===== src/rtl/mlp_layer_seq_pkg.sv =====
// Shared FSM encoding and width helper for the sequential MLP layer blocks.
// Pure declarations: no latency, no flow control.
package mlp_layer_seq_pkg;

  typedef enum logic [1:0] {
    S_IDLE  = 2'd0,
    S_ISSUE = 2'd1,
    S_LAST  = 2'd2,
    S_DONE  = 2'd3
  } state_e;

  // Index width that never collapses to zero bits for single-entry ranges.
  function automatic int clog2_min1(input int n);
    return (n <= 2) ? 1 : $clog2(n);
  endfunction

endpackage


===== src/rtl/mlp_layer_seq_requant.sv =====
// Accumulator -> DW requantisation: arithmetic shift by FRAC, optional clamp, optional ReLU.
// Combinational, zero latency; no flow control.
module mlp_layer_seq_requant #(
  parameter int DW    = 16,
  parameter int FRAC  = 15,
  parameter int ACC_W = 40,
  parameter int RELU  = 1,
  parameter int SAT   = 1
) (
  input  logic signed [ACC_W-1:0] acc_i,
  output logic signed [DW-1:0]    res_o
);

  localparam logic signed [ACC_W-1:0] MAXV = {{(ACC_W-DW+1){1'b0}}, {(DW-1){1'b1}}};
  localparam logic signed [ACC_W-1:0] MINV = {{(ACC_W-DW+1){1'b1}}, {(DW-1){1'b0}}};

  logic signed [ACC_W-1:0] shifted;
  logic signed [DW-1:0]    val;

  always_comb begin
    shifted = acc_i >>> FRAC;
    val     = shifted[DW-1:0];
    if (SAT != 0) begin
      if (shifted > MAXV)      val = MAXV[DW-1:0];
      else if (shifted < MINV) val = MINV[DW-1:0];
    end
    res_o = ((RELU != 0) && val[DW-1]) ? '0 : val;
  end

endmodule


===== src/rtl/mlp_layer_seq.sv =====
// Fully-connected layer on one shared MAC, weights/bias streamed from a 1-cycle synchronous ROM, running argmax.
// Latency N_OUT*(N_IN+2)+1 cycles from start to done; start is ignored unless idle.
module mlp_layer_seq
  import mlp_layer_seq_pkg::*;
#(
  parameter int N_IN  = 8,
  parameter int N_OUT = 4,
  parameter int DW    = 16,
  parameter int FRAC  = 15,
  parameter int ACC_W = 40,
  parameter int RELU  = 1,
  parameter int SAT   = 1
) (
  input  logic                                         clk,
  input  logic                                         rst_n,
  input  logic                                         start,
  input  logic [N_IN*DW-1:0]                           in_vec,
  output logic                                         busy,
  output logic                                         done,
  output logic [N_OUT*DW-1:0]                          out_vec,
  output logic [clog2_min1(N_OUT)-1:0]                 class_idx,
  output logic [clog2_min1(N_OUT*(N_IN+1))-1:0]        rom_addr,
  output logic                                         rom_en,
  input  logic [DW-1:0]                                rom_rdata
);

  localparam int AW = clog2_min1(N_OUT*(N_IN+1));
  localparam int KW = clog2_min1(N_IN+1);
  localparam int JW = clog2_min1(N_OUT);
  localparam logic [KW-1:0] K_LAST = KW'(N_IN);
  localparam logic [JW-1:0] J_LAST = JW'(N_OUT-1);

  state_e                  state_q;
  logic [KW-1:0]           k_q, kd_q;
  logic [JW-1:0]           j_q;
  logic [AW-1:0]           addr_q;
  logic                    rom_en_q, vld_q, busy_q, done_q;
  logic signed [DW-1:0]    x_q [N_IN];
  logic signed [ACC_W-1:0] acc_q, acc_base, acc_sum, term;
  logic signed [DW-1:0]    xsel, wdat, res, best_val_q, best_val_d;
  logic signed [2*DW-1:0]  prod;
  logic [JW-1:0]           best_idx_q, best_idx_d, class_q;
  logic [N_OUT*DW-1:0]     shadow_q, shadow_d, out_vec_q;

  // kd_q is the k of the word arriving this cycle; k==0 restarts the sum, k==N_IN is the bias.
  always_comb begin
    wdat = $signed(rom_rdata);
    xsel = '0;
    for (int i = 0; i < N_IN; i++) begin
      if (kd_q == KW'(i)) xsel = x_q[i];
    end
    prod     = xsel * wdat;
    term     = (kd_q == K_LAST) ? (ACC_W'(wdat) <<< FRAC) : ACC_W'(prod);
    acc_base = (kd_q == '0) ? '0 : acc_q;
    acc_sum  = acc_base + term;

    shadow_d                 = shadow_q;
    shadow_d[j_q*DW +: DW]   = res;
    best_val_d               = best_val_q;
    best_idx_d               = best_idx_q;
    if ((j_q == '0) || (res > best_val_q)) begin
      best_val_d = res;
      best_idx_d = j_q;
    end
  end

  mlp_layer_seq_requant #(
    .DW(DW), .FRAC(FRAC), .ACC_W(ACC_W), .RELU(RELU), .SAT(SAT)
  ) u_requant (
    .acc_i (acc_sum),
    .res_o (res)
  );

  always_ff @(posedge clk or negedge rst_n) begin
    if (!rst_n) begin
      state_q    <= S_IDLE;
      k_q        <= '0;
      kd_q       <= '0;
      j_q        <= '0;
      addr_q     <= '0;
      rom_en_q   <= 1'b0;
      vld_q      <= 1'b0;
      busy_q     <= 1'b0;
      done_q     <= 1'b0;
      acc_q      <= '0;
      best_val_q <= '0;
      best_idx_q <= '0;
      class_q    <= '0;
      shadow_q   <= '0;
      out_vec_q  <= '0;
      for (int i = 0; i < N_IN; i++) x_q[i] <= '0;
    end else begin
      vld_q <= rom_en_q;
      kd_q  <= k_q;
      if (vld_q) acc_q <= acc_sum;
      case (state_q)
        S_IDLE: begin
          if (start) begin
            state_q  <= S_ISSUE;
            busy_q   <= 1'b1;
            rom_en_q <= 1'b1;
            k_q      <= '0;
            j_q      <= '0;
            addr_q   <= '0;
            for (int i = 0; i < N_IN; i++) x_q[i] <= $signed(in_vec[i*DW +: DW]);
          end
        end
        S_ISSUE: begin
          if (k_q == K_LAST) begin
            state_q  <= S_LAST;
            rom_en_q <= 1'b0;
            if (j_q != J_LAST) addr_q <= addr_q + 1'b1;
          end else begin
            k_q    <= k_q + 1'b1;
            addr_q <= addr_q + 1'b1;
          end
        end
        S_LAST: begin
          shadow_q   <= shadow_d;
          best_val_q <= best_val_d;
          best_idx_q <= best_idx_d;
          if (j_q == J_LAST) begin
            state_q   <= S_DONE;
            done_q    <= 1'b1;
            out_vec_q <= shadow_d;
            class_q   <= best_idx_d;
          end else begin
            state_q  <= S_ISSUE;
            j_q      <= j_q + 1'b1;
            k_q      <= '0;
            rom_en_q <= 1'b1;
          end
        end
        S_DONE: begin
          state_q <= S_IDLE;
          done_q  <= 1'b0;
          busy_q  <= 1'b0;
        end
        default: state_q <= S_IDLE;
      endcase
    end
  end

  assign busy      = busy_q;
  assign done      = done_q;
  assign rom_en    = rom_en_q;
  assign rom_addr  = addr_q;
  assign out_vec   = out_vec_q;
  assign class_idx = class_q;

endmodule

===== config.mk =====
export PLATFORM = sky130hd
export DESIGN_NAME = mlp_layer_seq
export DESIGN_NICKNAME = d
export VERILOG_FILES = /design/src/rtl/mlp_layer_seq_pkg.sv /design/src/rtl/mlp_layer_seq_requant.sv /design/src/rtl/mlp_layer_seq.sv
export SDC_FILE = /design/constraint.sdc
export NUM_CORES = 1
export LEC_CHECK = 0
export CORE_ASPECT_RATIO = 0.6
export CORE_MARGIN = 10
export CORE_UTILIZATION = 45
export DETAILED_ROUTE_END_ITERATION = 6
export GPL_TIMING_DRIVEN = 0
export PLACE_DENSITY = 0.67
export SLEW_MARGIN = 15
export SYNTH_ARGS = -nofsm -noshare
export SYNTH_HDL_FRONTEND = slang
export SYNTH_SLANG_ARGS = --single-unit

===== constraint.sdc =====
create_clock -name clk -period 11.5 [get_ports clk]
set_clock_uncertainty 0.2 [all_clocks]
set_input_delay 2.3 -clock clk [delete_from_list [all_inputs] [get_ports clk]]
set_output_delay 2.3 -clock clk [all_outputs]
set_load 0.005 [all_outputs]

---- Yosys cells after proc, flatten, opt, wreduce, memory -nomap -nowiden ----
Cells that the tools add are included.
operators by class
  equal/unequal tests ..................... 20
  $lt $le $gt $ge ......................... 3
  reductions and logical operators ........ 19
  shifts and indexed selects .............. 2
  multiply operators ...................... 1
  $add $sub $neg .......................... 5
  multiplexer cells ....................... 37
operators by type and width
  kind                                                                             count
  16-bit two-way mux                                                               10
  40-bit two-way mux                                                               2
  64-bit bitwise mux                                                               1
  16-bit by 34-bit variable shift with 64-bit output (first input constant)        1
  16-bit by 34-bit variable part select with 64-bit output                         1
  40-bit adder                                                                     1
  6-bit negator with 34-bit output                                                 1
  16-bit by 16-bit multiplier with 32-bit output                                   1
  25-bit by 16-bit > comparator with 1-bit output (second input constant)          1
  25-bit by 16-bit less-than comparator with 1-bit output (second input constant)  1
  6-bit two-way mux                                                                3
  4-bit by 3-bit == test with 1-bit output (second input constant)                 4
  16-bit > comparator                                                              1
  15-bit two-way mux                                                               1
  2-bit two-way mux                                                                6
  4-bit two-way mux                                                                3
  2-bit != test (second input constant)                                            6
  4-bit one-hot mux with 3 select lines                                            1
  6-bit one-hot mux with 2 select lines                                            1
  2-bit AND reduction                                                              6
  4-bit by 2-bit == test with 1-bit output (second input constant)                 2
  4-bit == test (second input constant)                                            2
  2-bit one-hot mux with 4 select lines                                            1
  4-bit AND reduction                                                              2
  17 further kinds                                                                 28
storage, ports and cells
  bits of input ports ..................... 147
  bits in registers ....................... 338
  logic and storage cells ................. 110
  output and inout port bits .............. 75

---- Depth between registers and ports, before layout ----
Gate-level depths: netlist of the first run.
  word-level depth ........................ 19
  depth in mapped cells ................... 58
  gate-level depth less buffers ........... 52

---- Cells and area by module ----
A second synthesis of the first run with hierarchy kept.
second synthesis, totals
  cells, all modules ...................... 2736
  area total of the unflattened synthesis .. 27332.5 µm²
modules (own cells, without submodules)
  module                 times used  seq. area each (µm²)  area each (µm²)  cells each
  mlp_layer_seq          1           8458.1                27078.5          2697
  mlp_layer_seq_requant  1           0.0                   254.0            39

---- Worst setup path after synthesis of the first run ----
Ideal clock, no wire load.
  path kind ............................... input-to-reg
  start ................................... input port rom_rdata[1]
  end ..................................... register best_val_q[10]
  path buffers ............................ 7
  setup slack ............................. -1668 ps
  data required time ...................... 11175 ps
  setup time .............................. 125 ps
  stages .................................. 42
  arrival ................................. 12843 ps
  cell sequence ........................... clkbuf_1 > nand2_1 > inv_1 > fa_1 > inv_1 > fa_1 > inv_1 > fa_1 > fa_1 > fa_1 > inv_1 > fa_1 > inv_1 > ha_1 > a21o_1 > a31o_2 > a221oi_2 > o221ai_1 > (+6 left out) > or4_4 > a211oi_2 > o41ai_1 > a31oi_1 > xnor3_1 > buf_4 > a21oi_1 > clkbuf_1 > a21o_1 > clkbuf_1 > ha_1 > and3_1 > a311oi_2 > a31oi_1 > o221a_1 > buf_6 > buf_8 > mux2_4
between the ends
  word-level cells in the longest chain between the ends .. 10
  elaborated cells on any way between the ends .. 11
  classes of those cells .................. 1 x add/sub; 1 x mul; 3 x order compare; 4 x mux; 2 x reduce/logical
RTL lines
  element                                                  line                         text
  start: declaration                                       mlp_layer_seq.sv:24          input logic [DW-1:0] rom_rdata
  16-bit by 16-bit multiplier with 32-bit output           mlp_layer_seq.sv:52          prod = xsel * wdat;
  40-bit two-way mux (*)                                   mlp_layer_seq.sv:53          term = (kd_q == K_LAST) ? (ACC_W'(wdat) <<< FRAC) : ACC_W'(prod);
  40-bit adder (*)                                         mlp_layer_seq.sv:55          acc_sum = acc_base + term;
  25-bit by 16-bit less-than comparator with 1-bit output  mlp_layer_seq_requant.sv:25  else if (shifted < MINV) val = MINV[DW-1:0];
  16-bit two-way mux                                       mlp_layer_seq_requant.sv:25
  16-bit two-way mux (*)                                   mlp_layer_seq_requant.sv:24  if (shifted > MAXV) val = MAXV[DW-1:0];
  15-bit two-way mux (*)                                   mlp_layer_seq_requant.sv:27  res_o = ((RELU != 0) && val[DW-1]) ? '0 : val;
  net res[6]                                               mlp_layer_seq.sv:40          logic signed [DW-1:0] xsel, wdat, res, best_val_q, best_val_d;
  16-bit > comparator (*)                                  mlp_layer_seq.sv:61          if ((j_q == '0) || (res > best_val_q)) begin
  1-bit logical OR (*)                                     mlp_layer_seq.sv:61
  2-bit AND reduction (no source line) (*)                 n/a
  end signal: assignment                                   mlp_layer_seq.sv:120         best_val_q <= best_val_d;
  end: declaration                                         mlp_layer_seq.sv:40
The timed path passes the listed nets; every way through them passes the cells marked *.
A chain may end at the register's enable or synchronous reset.

---- Worst setup path after layout of the first run ----
  start ................................... input port rom_rdata[3]
  end ..................................... register best_val_q[5]
The elaborated chain is that of the path after synthesis.

==> results.md, run 1 <==
* Outcome: finished with violations
* Violated checks: DRC, setup timing
* DR DRC count at 3
* First-pass GRT wire length at 130000 um
* Die height at 208 um
* Via Count at 21500
* Starting Density at 45.7%
* Most frequent cells in the layout: inv_1 (355), dfrtp_1 (317), fa_1 (253)
* Post-Syn Area per Cell at 9.95 sq um
* Worst hold start: rom_en
* Register area share after synthesis at 30.4%
* Placed cell areas at 30100 sq um
* DR iter-0 viols at 1847
* Worst Slack Setup Final at -1.28 ns
* Reg2reg path depth at 54
* Global placer's final weighted congestion at 0.939
* Die Wd at 333 um
* CP Capture Type: flip-flop
* CTS tree: built
* Finished Cell Area at 33600 sq um
* Layout cells sized above 1 at 21.1%
* Crit path max-delay cell type: fa_2
* Clock Tree Buf Depth at 3
* Row count at 68
* Synth Flop Type: dfrtp_1
* FMAX at 0.0782 GHz
* Final setup violation count at 20
* Area delta synth->final at 27.1%
* Worst Max-Slew Pin Slew at 0.919 ns
* CTS Hold Bufs at 0
* Fin. Hold Viols at 0
* Hpwl dp at 65100 um
* Cell Area, Synth at 26500 sq um
* CTS sink cnt at 321
* RSZ-0062 raised after global routing: true
* Cell count after synthesis at 2657
* Antenna cells at 0
* Avg WL per Cell at 22.4 um
* Pin count of the biggest net entering global routing at 106
* Hold slack final at 0.216 ns
* Yosys warns at 0
* Wirelength, routed at 85500 um
* Number of global-route vias before repair at 21600
* Area leader, netlist: dfrtp_1
* Worst-Skew Late Latency at 0.59 ns
* Post-synth EDFFs at 0
* Min-delay worst type: flip-flop to flip-flop
* Post-synth top area share at 30.4%
* Final core utilization at 58.1%
* Area contributors post-synth: dfrtp_1 (30%), fa_1 (20%), mux2_2 (6.9%)
* Most common cell after layout, fill and taps aside: inv_1
* Maximum level of the CTS H-tree at 1
* Mapped Nets at 3208
* Post-layout min period at 12.78 ns
* CP startpoint: rom_rdata[3]
* Async set-reset flop share out of synthesis at 100%
* Max incr delay on CP at 0.60 ns
* Critical path data arrival time at 13.04 ns
* Final #Nets at 3572
* Core area at 57900 sq um
* Top-Level Pins at 222
* CP Class: input pin to flip-flop
* GRT overflow at 0
* Worst hold stages at 0
* Synth Register Bits at 321
* Avg Vias per Cell at 5.65
* Max Cap Viol at 0
* Inserted Clock Buffers at 29
* Worst endpoint required time at 11.76 ns
* Reg-to-Reg Start: kd_q[0]
* Max Fanout on Critical Path at 8
* Element type at the critical path start: input pin
* Max Slew Vio Count at 0
* Die footprint at 69200 sq um
* IO Port Bufs at 218
* Reg clk slew, reported paths at 0.07 ns
* Tcrit/Tclk final at 111%
* Post-DRT Antenna Nets at 0
* Tot GR Track Use at 23.8%
* First drt pass iteration count at 7
* Synth unique cells at 86
* Slew HR at 38.3%
* Initial antenna violation count at 1
* Clock Root Buffer: clkbuf_16
==> synth_stat cells (all sizes together), types with 3 or more instances <==
cell type  count
a2111oi        3
a211oi        14
a21o          47
a21oi         88
a221oi        59
a22o          59
a22oi         31
a311oi         3
a31o           5
a31oi         10
and2         128
and3           7
and4          10
buf           17
clkbuf       122
dfrtp        321
fa           263
ha           141
inv          379
mux2         168
mux2i          7
nand2        222
nand2b        15
nand3         39
nand4         21
nor2         164
nor2b         62
nor3          18
nor4           7
o211ai        13
o21a          10
o21ai         72
o21bai        12
o221ai         3
o31a           3
o31ai          5
or2            4
or3            6
xnor2         41
xor2          23
==> repair_timing <==
action,4_1_cts,5_1_grt
cloned,2,0
pin swaps,92,65
setup endpoints to repair,142,113
buffers inserted,97,29
resized for setup,293,113
==> final timing paths <==
path / slack, ns / to
worst max-delay path: -1.28 / best_val_q[5]
worst max register to register: -1.20 / best_val_q[5]
worst min-delay path: 0.22 / vld_q
max in group asynchronous: 8.47 / out_vec[44]
min in group asynchronous: 1.36 / x_q[4]
worst min register to register: 0.22 / vld_q
==> routing by layer <==
metal,vias to the layer above,global-route usage [%],part of all wire (%)
met5,-,0.992,0.11
met4,2,4.33,2.1
met3,128,8.17,11
met2,944,33.9,42
met1,10900,34.6,45
li1,9555,-,-
==> area by class of cell <==
| type | count | area (sq um) |
|---|---|---|
| plain buffers | 123 | 880 |
| clock buffers | 37 | 836 |
| clock inverters | 17 | 290 |
| fillers | 4844 | 24200 |
| inverters | 379 | 1440 |
| multi-input cells | 1818 | 17800 |
| flip-flops and latches | 321 | 8040 |
| well taps | 770 | 963 |
| repair buffers | 349 | 3360 |
==> sequential cells by signal, indices dropped and copies added, names as in the netlist <==
signal	cells
best_val_q	15
rom_en	1
shadow_q	48
rom_addr	6
busy	1
best_idx_q	2
j_q	2
x_q	128
acc_q	40
state_q	2
kd_q	4
done	1
vld_q	1
class_idx	2
out_vec	64
k_q	4
==> critical path, delay by kind of cell <==
family | cells | cell delay [ns]
fa+ha+maj | 9 | 4.01
compound gates | 11 | 2.71
simple gates | 9 | 1.96
buf+inv | 16 | 1.72
mux | 1 | 0.29
==> through the flow <==
| step | setup WS [ns] | setup TNS [ns] | std cells |
|---|---|---|---|
| 2_1_floorplan | -0.827 | -13.59 | 2657 |
| 3_3_place_gp | -5.79 | -2181.91 | 3645 |
| 3_5_place_dp | -4.27 | -320.01 | 3648 |
| 4_1_cts | -1.03 | -18.85 | 3788 |
| 5_1_grt | -1.49 | -29.56 | 3814 |
| 6_report | -1.28 | -23.39 | 3814 |
==> kinds of logic after synthesis <==
logic type                 after synthesis  share of synthesized area (%)
AOI/OAI and AO/OA                      460                           12.6
xor gates and xnor gates                66                           2.29
adders and majority gates              404                           26.6
buffers and inverters                  518                           7.50
DFF                                    321                           30.4
muxes                                  175                           7.50
and+or+nand+nor                        713                           13.2
Power of run 1 is not shown: default switching activity piles up to over one toggle a cycle in this logic, so the estimate is an artifact.
==> run 2: changes to the inputs <==
--- a/config.mk
+++ b/config.mk
@@ -5,8 +5,8 @@
 export SDC_FILE = /design/constraint.sdc
 export NUM_CORES = 1
 export LEC_CHECK = 0
-export CORE_ASPECT_RATIO = 0.6
-export CORE_MARGIN = 10
+export CORE_ASPECT_RATIO = 0.75
+export CORE_MARGIN = 2
 export CORE_UTILIZATION = 45
 export DETAILED_ROUTE_END_ITERATION = 6
 export GPL_TIMING_DRIVEN = 0
==> run 2 against run 1 <==
Net effect: the flow finishes with violations (setup timing); maximum frequency is 0.41% higher; die area down 12%; worst setup slack gained 0.052 ns; critical endpoint is now best_val_q[13].
==> results.md, run 2 (synthesis results as in run 1) <==
* DR DRC count at 0 (was 3)
* WL met2 at 36600 um (was 36000 um)
* Layout cells sized above 1 at 21.1% (about the same)
* Die height at 214 um (was 208 um)
* First-pass GRT wire length at 127000 um (was 130000 um)
* Crit path max-delay cell type: fa_2 (unchanged)
* Pre-CTS setup slack at -4.01 ns (was -4.27 ns)
* Finished Cell Area at 33700 sq um (was 33600 sq um)
* Clock Root Buffer: clkbuf_16 (unchanged)
* Clock Tree Buf Depth at 3 (unchanged)
* Reg2reg path depth at 51 (was 54)
* Fin. Hold Viols at 0 (unchanged)
* Maximum level of the CTS H-tree at 2 (was 1)
* Post-Route M1 WL at 35800 um (was 38600 um)
* CTS tree: built (unchanged)
* Most frequent cells in the layout: inv_1 (354), dfrtp_1 (317), fa_1 (253) (was inv_1 (355), dfrtp_1 (317), fa_1 (253))
* Worst Hold Endpoint: vld_q (unchanged)
* Post-DRT Antenna Nets at 0 (unchanged)
* Reg2reg end: best_val_q[13] (was best_val_q[5])
* Starting Density at 45.8% (was 45.7%)
* Die Wd at 284 um (was 333 um)
* Met3 Routed Length at 5870 um (was 8980 um)
* Pin count of the biggest net entering global routing at 110 (was 106)
* Reg clk slew, reported paths at 0.06 ns (was 0.07 ns)
* Placed cell areas at 30100 sq um (about the same)
* Worst Slack Setup Final at -1.23 ns (was -1.28 ns)
* Final core utilization at 58.4% (was 58.1%)
* Avg WL per Cell at 20.8 um (was 22.4 um)
* Max incr delay on CP at 0.65 ns (was 0.60 ns)
* Max FFs per register at 128 (unchanged)
* Via Count at 21500 (about the same)
* DR iter-0 viols at 2140 (was 1847)
* Global placer's final weighted congestion at 0.929 (was 0.939)
* Fillers at 4866 (was 4844)
* IO Port Bufs at 218 (unchanged)
* Initial antenna violation count at 2 (was 1)
* Core area at 57700 sq um (was 57900 sq um)
* Tot GR Track Use at 26.5% (was 23.8%)
* Worst hold stages at 0 (unchanged)
* Reg-to-Reg Start: kd_q[1] (was kd_q[0])
* Post-layout min period at 12.73 ns (was 12.78 ns)
* Slew HR at 35.6% (was 38.3%)
* Largest register by flop count: x_q (unchanged)
* Top-Level Pins at 222 (unchanged)
* Die footprint at 60800 sq um (was 69200 sq um)
* CP Class: input pin to flip-flop (unchanged)
* Avg Vias per Cell at 5.61 (was 5.65)
* Placed insts at 3658 (was 3648)
* Violated checks: setup timing (was DRC, setup timing)
* Worst hold start: rom_en (unchanged)
* Most common cell after layout, fill and taps aside: inv_1 (unchanged)
* Tcrit/Tclk final at 111% (about the same)
* First drt pass iteration count at 5 (was 7)
* RSZ-0062 raised after global routing: true (unchanged)
* Worst Max-Slew Pin Slew at 0.959 ns (was 0.919 ns)
* Row count at 76 (was 68)
* Max Fanout on Critical Path at 8 (unchanged)
* Max Cap Viol at 0 (unchanged)
* Inserted Clock Buffers at 37 (was 29)
* CP Capture Type: flip-flop (unchanged)
* Hpwl dp at 60100 um (was 65100 um)
* Outcome: finished with violations (unchanged)
* Min-delay worst type: flip-flop to flip-flop (unchanged)
* Final #Nets at 3580 (was 3572)
* Non-Filler Instances at 3838 (was 3814)
* GRT overflow at 0 (unchanged)
* Critical path data arrival time at 12.98 ns (was 13.04 ns)
* Max Used Layer: met4 (was met5)
* Max Slew Vio Count at 0 (unchanged)
* FMAX at 0.0785 GHz (was 0.0782 GHz)
* Final setup violation count at 19 (was 20)
* Area delta synth->final at 27.4% (was 27.1%)
* Cell repeated most along the worst path: fa_1
* Worst-Skew Late Latency at 0.58 ns (was 0.59 ns)
* Wirelength, routed at 79700 um (was 85500 um)
* Worst endpoint required time at 11.75 ns (was 11.76 ns)
* CTS sink cnt at 321 (unchanged)
* Reg2reg setup slack at -1.21 ns (was -1.20 ns)
* Number of global-route vias before repair at 22600 (was 21600)
* Element type at the critical path start: input pin (unchanged)
run 2: changes by cell type in the layout (fill, tap and decap cells not counted), sizes merged:
cell	delta
diode	+2
bufinv	-7
clkinv	+5
clkinvlp	-2
buf	-1
clkbuf	+20
inv	-3
run 2: cell type report:
cell class,instances,area [sq um],area share [%]
plain buffers,125,932,2.77
clock inverters,10,113,0.334
repair buffers,347,3320,9.84
multi-input cells,1818,17800,52.9
well taps,780,976,2.90
inverters,379,1440,4.27
flip-flops and latches,321,8040,23.8
clock buffers,56,1070,3.17
diodes,2,5.00,0.0148
run 2: worst max path at each step:
stage	endpoint	slack (ns)	depth (start not counted)	from
global route	best_val_q[6]	-1.54	55	kd_q[3]
global placement	x_q[4]	-5.85	1	rst_n
CTS	best_val_q[13]	-1.11	50	rom_rdata[6]
detailed placement	best_val_q[10]	-4.01	52	kd_q[0]
finish	best_val_q[13]	-1.23	46	rom_rdata[3]
floorplan	best_val_q[10]	-0.83	45	rom_rdata[2]
run 2: what timing repair did:
action	in CTS	in global routing
setup endpoints to repair	138	121
buffers inserted	94	30
pin swaps	94	73
hold buffers	0	0
resized for setup	308	109
gates cloned	3	0
run 2: worst max-delay path: cells and delay by family:
family                     cells  cell delay (ns)
adders and majority gates      9             3.98
AOI/OAI and AO/OA             13             2.67
buffers and inverters         15             1.87
and+or+nand+nor                8             1.80
muxes                          1             0.29
run 2: per-layer routing:
| layer | track usage (%) | up-vias |
|---|---|---|
| met5 | 0 | - |
| met2 | 41.7 | 813 |
| met4 | 5.73 | 0 |
| met1 | 38.8 | 11100 |
| met3 | 3.92 | 102 |
| li1 | - | 9561 |
run 2: metrics by stage:
step / hold WS, ns / TNS [ns]
finish: 0.210 / -22.10
global route: 0.235 / -29.97
CTS: 0.211 / -20.41
detailed placement: 0.208 / -286.21
global placement: 0.204 / -2132.50
floorplan: 0.192 / -13.59
Power of run 2 is left out for the same reason.
==> run 3: changes to the inputs <==
--- a/config.mk
+++ b/config.mk
@@ -7,10 +7,10 @@
 export LEC_CHECK = 0
 export CORE_ASPECT_RATIO = 0.75
 export CORE_MARGIN = 2
-export CORE_UTILIZATION = 45
+export CORE_UTILIZATION = 54
 export DETAILED_ROUTE_END_ITERATION = 6
 export GPL_TIMING_DRIVEN = 0
-export PLACE_DENSITY = 0.67
+export PLACE_DENSITY = 0.78
 export SLEW_MARGIN = 15
 export SYNTH_ARGS = -nofsm -noshare
 export SYNTH_HDL_FRONTEND = slang
==> run 3 against run 2 <==
Net effect: the run still ends with setup timing left; clock-buffer cell count is 1 lower; via count is 3.9% higher; routed wire length is 4.9% higher; highest routed layer unchanged; die area is 16% lower; worst hold slack worse by 0.0031 ns; final area is 0.81% higher; first-iteration DRC count is 10% higher; final cell count is 3.3% lower; maximum frequency is 2.5% lower; sequential cell count stayed put.
==> results.md, run 3 (synthesis results as in run 1) <==
* Core area at 48500 sq um (was 57700 sq um)
* Layout cells sized above 1 at 21.5% (was 21.1%)
* Max Cap Viol at 0 (unchanged)
* Row count at 70 (was 76)
* Cell repeated most along the worst path: fa_1 (unchanged)
* Final #Nets at 3583 (was 3580)
* Hpwl dp at 59600 um (was 60100 um)
* Tcrit/Tclk final at 114% (was 111%)
* CP Capture Type: flip-flop (unchanged)
* First-pass GRT wire length at 128000 um (was 127000 um)
* Max FFs per register at 128 (unchanged)
* Outcome: finished with violations (unchanged)
* Max Slew Vio Count at 0 (unchanged)
* Area of the multi-input gates at 18000 sq um (was 17800 sq um)
* Area delta synth->final at 28.5% (was 27.4%)
* Clock Tree Buf Depth at 3 (unchanged)
* Hold slack final at 0.207 ns (was 0.210 ns)
* Max Fanout on Critical Path at 9 (was 8)
* Inserted Clock Buffers at 37 (unchanged)
* Initial antenna violation count at 2 (unchanged)
* Via Count at 22400 (was 21500)
* Final setup violation count at 27 (was 19)
* Critical path data arrival time at 13.30 ns (was 12.98 ns)
* Min-delay worst type: flip-flop to flip-flop (unchanged)
* Most frequent cells in the layout: inv_1 (359), dfrtp_1 (317), fa_1 (256) (was inv_1 (354), dfrtp_1 (317), fa_1 (253))
* Tot GR Track Use at 32.2% (was 26.5%)
* Largest register by flop count: x_q (unchanged)
* Clock Root Buffer: clkbuf_16 (unchanged)
* FMAX at 0.0765 GHz (was 0.0785 GHz)
* Die footprint at 50800 sq um (was 60800 sq um)
* Die Wd at 260 um (was 284 um)
* Reg2reg setup slack at -1.55 ns (was -1.21 ns)
* CP Class: input pin to flip-flop (unchanged)
* Avg WL per Cell at 22.5 um (was 20.8 um)
* Violated checks: setup timing (unchanged)
* Element type at the critical path start: input pin (unchanged)
* Worst Slack Setup Final at -1.56 ns (was -1.23 ns)
* Die height at 196 um (was 214 um)
* CTS tree: built (unchanged)
* CTS sink cnt at 321 (unchanged)
* Fin. Hold Viols at 0 (unchanged)
* Worst-Skew Late Latency at 0.57 ns (was 0.58 ns)
* CTS Hold Bufs at 0 (unchanged)
* Wirelength, routed at 83600 um (was 79700 um)
* Reg clk slew, reported paths at 0.06 ns (about the same)
* IO Port Bufs at 218 (unchanged)
* Slew HR at 10.9% (was 35.6%)
* Register area at 8040 sq um (unchanged)
* GRT overflow at 0 (unchanged)
* Post-DRT Antenna Nets at 0 (unchanged)
* Max incr delay on CP at 0.57 ns (was 0.65 ns)
* Crit path max-delay cell type: or4_4 (was fa_2)
* Worst Max-Slew Pin Slew at 1.33 ns (was 0.959 ns)
* Number of global-route vias before repair at 23200 (was 22600)
* Fillers at 3385 (was 4866)
* Maximum level of the CTS H-tree at 2 (unchanged)
* DR DRC count at 0 (unchanged)
* Starting Density at 54.5% (was 45.8%)
* Pin count of the biggest net entering global routing at 111 (was 110)
* DR iter-0 viols at 2362 (was 2140)
* First drt pass iteration count at 7 (was 5)
* Most common cell after layout, fill and taps aside: inv_1 (unchanged)
* RSZ-0062 raised after global routing: true (unchanged)
* Global placer's final weighted congestion at 0.936 (was 0.929)
* Top-Level Pins at 222 (unchanged)
* Worst endpoint required time at 11.74 ns (was 11.75 ns)
* Post-layout min period at 13.06 ns (was 12.73 ns)
* Avg Vias per Cell at 6.03 (was 5.61)
run 3: per-stage QoR:
step	cell area, sq um	setup WS, ns	setup TNS, ns	util, %	cells
floorplan	26900	-0.827	-13.59	-	2657
global placement	29900	-5.48	-1997.31	61.6	3523
detailed placement	30000	-4.02	-288.27	61.8	3526
CTS	32800	-1.33	-23.86	67.6	3666
global route	34000	-1.88	-44.63	70.0	3710
finish	34000	-1.56	-28.54	70.0	3710
run 3: critical path, delay by kind of cell:
kind	cells	cell delay, ns
buf+inv	17	1.93
compound gates	15	3.36
simple gates	6	1.42
fa+ha+maj	9	3.98
mux	1	0.28
run 3: final cells by class:
cell class | instances | share of cell area, %
multi-input combinational | 1818 | 53.1
timing repair buffer | 352 | 10.1
clock inverter | 13 | 0.538
sequential | 321 | 23.7
buffer | 123 | 2.67
clock buffer | 55 | 3.37
antenna | 1 | 0.00736
inverter | 379 | 4.25
tap | 648 | 2.39
run 3: timing repair:
action,CTS,global route
setup endpoints to repair,138,124
gates cloned,2,0
buffers inserted,83,48
resized for setup,288,167
pin swaps,82,81
run 3: final timing paths:
path | startpoint | cells after the start | endpoint
max in group asynchronous | rst_n | 3 | kd_q[1]
hold reg to reg | rom_en | 0 | vld_q
setup reg to reg | kd_q[1] | 54 | best_idx_q[0]
min in group asynchronous | rst_n | 1 | out_vec[21]
setup / recovery | rom_rdata[4] | 48 | best_idx_q[0]
hold / removal | rom_en | 0 | vld_q
run 3: metal layers:
layer | track usage [%] | vias to the layer above | wire (um) | share of wire, %
met4 | 9.62 | 0 | 2820 | 3.4
met5 | 0 | - | 0 | 0
met2 | 50.4 | 1193 | 38800 | 46
met1 | 45.6 | 11300 | 34000 | 41
met3 | 6.71 | 250 | 7970 | 9.5
li1 | - | 9615 | - | -
Power of run 3 is left out for the same reason.
==> edit (config.mk and constraints of run 1) <==
`ACC_W` is set to 40 in 2 places; all go to 20.
--- a/src/rtl/mlp_layer_seq_requant.sv
+++ b/src/rtl/mlp_layer_seq_requant.sv
@@ -3,7 +3,7 @@
 module mlp_layer_seq_requant #(
   parameter int DW    = 16,
   parameter int FRAC  = 15,
-  parameter int ACC_W = 40,
+  parameter int ACC_W = 20,
   parameter int RELU  = 1,
   parameter int SAT   = 1
 ) (
--- a/src/rtl/mlp_layer_seq.sv
+++ b/src/rtl/mlp_layer_seq.sv
@@ -7,7 +7,7 @@
   parameter int N_OUT = 4,
   parameter int DW    = 16,
   parameter int FRAC  = 15,
-  parameter int ACC_W = 40,
+  parameter int ACC_W = 20,
   parameter int RELU  = 1,
   parameter int SAT   = 1
 ) (
Check against the original RTL: same outputs for any inputs over 10 cycles, from zero or initial values and one cycle with rst_n low; that may be too few to reach the edited logic, so the function may still have changed.
==> edit against run 1 <==
- setup slack better by 1700 ps
- synthesized cell count down 30%
- register-to-register slack better by 1700 ps
- synthesized area down 26%
- sequential cell count down 30
- routed wire length down 34%
- non-clock buffer count down 155
- sequential share of layout area up 6.8 points
- critical path type unchanged
- cell area down 30%
Power is left out: the tool's default activity adds up to more than one toggle a clock period on the data nets, which glitch-free logic cannot reach.
==> edit: results <==
export IMPL_tightestPinTransition_ps=1114
export IMPL_yosysSeqAreaShare_pct=37.38
export IMPL_grt_max_degree=103
export IMPL_hold_path_end="kd_q[3]$_DFF_PN0_"
export IMPL_drt_pass1_iter_count=5
export IMPL_crit_slowest_cell="clkdlybuf4s50_1"
export IMPL_wirelength_um=56740
export IMPL_gp_congestion=0.9465
export IMPL_reg2reg_slack_ps=500
export IMPL_syn_num_nets=2245
export IMPL_synthTopCellsByCount="dfrtp_1 (291), inv_1 (227), nand2_1 (212), mux2_2 (153), and2_1 (139)"
export IMPL_track_usage_pct=21.73
export IMPL_synth_compound_area_share_pct=7.765
export IMPL_hp_start="k_q[3]$_DFFE_PN0P_"
export IMPL_status="completed"
export IMPL_dp_cells=2655
export IMPL_vias_per_cell=5.302
export IMPL_arrival_ps=11350
export IMPL_rr_endpoint="best_val_q[2]$_DFFE_PN0P_"
export IMPL_whs_ps=243.2
export IMPL_worstReg2RegStart="kd_q[1]$_DFF_PN0_"
export IMPL_synth_xor_xnor_area_share_pct=3.198
export IMPL_synthCells=1862
export IMPL_nets=2501
export IMPL_grt_pass1_vias=15428
export IMPL_insertion_delay_ps=550
edit: cell types whose count changed after synthesis, sizes merged, moves of 30 or more:
cell	run 1	this run
a21oi	88	54
clkbuf	122	69
nor2b	62	32
inv	379	227
ha	141	99
a221oi	59	14
fa	263	137
dfrtp	321	291
nor2	164	83
a22o	59	9
edit: what timing repair did:
| item | CTS | global route |
|---|---|---|
| endpoints found under the hold margin | 0 | 0 |
| buffers inserted | 2 | 9 |
| resized for setup | 57 | 81 |
| pin swaps | 3 | 4 |
| setup endpoints to repair | 9 | 9 |
edit: worst max-delay path, delay by kind of cell:
kind	cells	cell delay, ps
muxes	1	290
and+or+nand+nor	6	900
buffers and inverters	8	1450
adders and majority gates	9	3960
xor gates and xnor gates	2	340
AOI/OAI and AO/OA	11	2100
edit: metal layers:
layer | track usage, % | vias up | wire length [um] | part of all wire [%]
li1 | - | 6577 | - | -
met3 | 5.639 | 92 | 4308 | 7.6
met5 | 0 | - | 27 | 0.048
met4 | 6.241 | 4 | 1762 | 3.1
met2 | 32.65 | 435 | 24970 | 44
met1 | 30.44 | 7254 | 25670 | 45
edit: area by class of cell:
type                            instances  area (um^2)  share of cell area [%]
Inverter                              228        855.8                   3.614
Antenna cell                            1        2.502                 0.01057
Clock inverter                         12        92.59                  0.3910
Timing Repair Buffer                  234         2370                   10.01
Sequential cell                       291         7283                   30.76
Clock buffer                           36        738.2                   3.117
Buffer                                 83        462.9                   1.955
Multi-Input combinational cell       1254        11160                   47.14
Tap cell                              570        713.2                   3.012
edit: stage by stage:
stage | cell area (um^2) | setup WS, ps
final | 23680 | 379.9
after global routing | 23680 | 32.85
after CTS | 23490 | 33.96
after detailed placement | 22480 | -1803
after global placement | 22400 | -4586
after floorplan | 19480 | 710.2
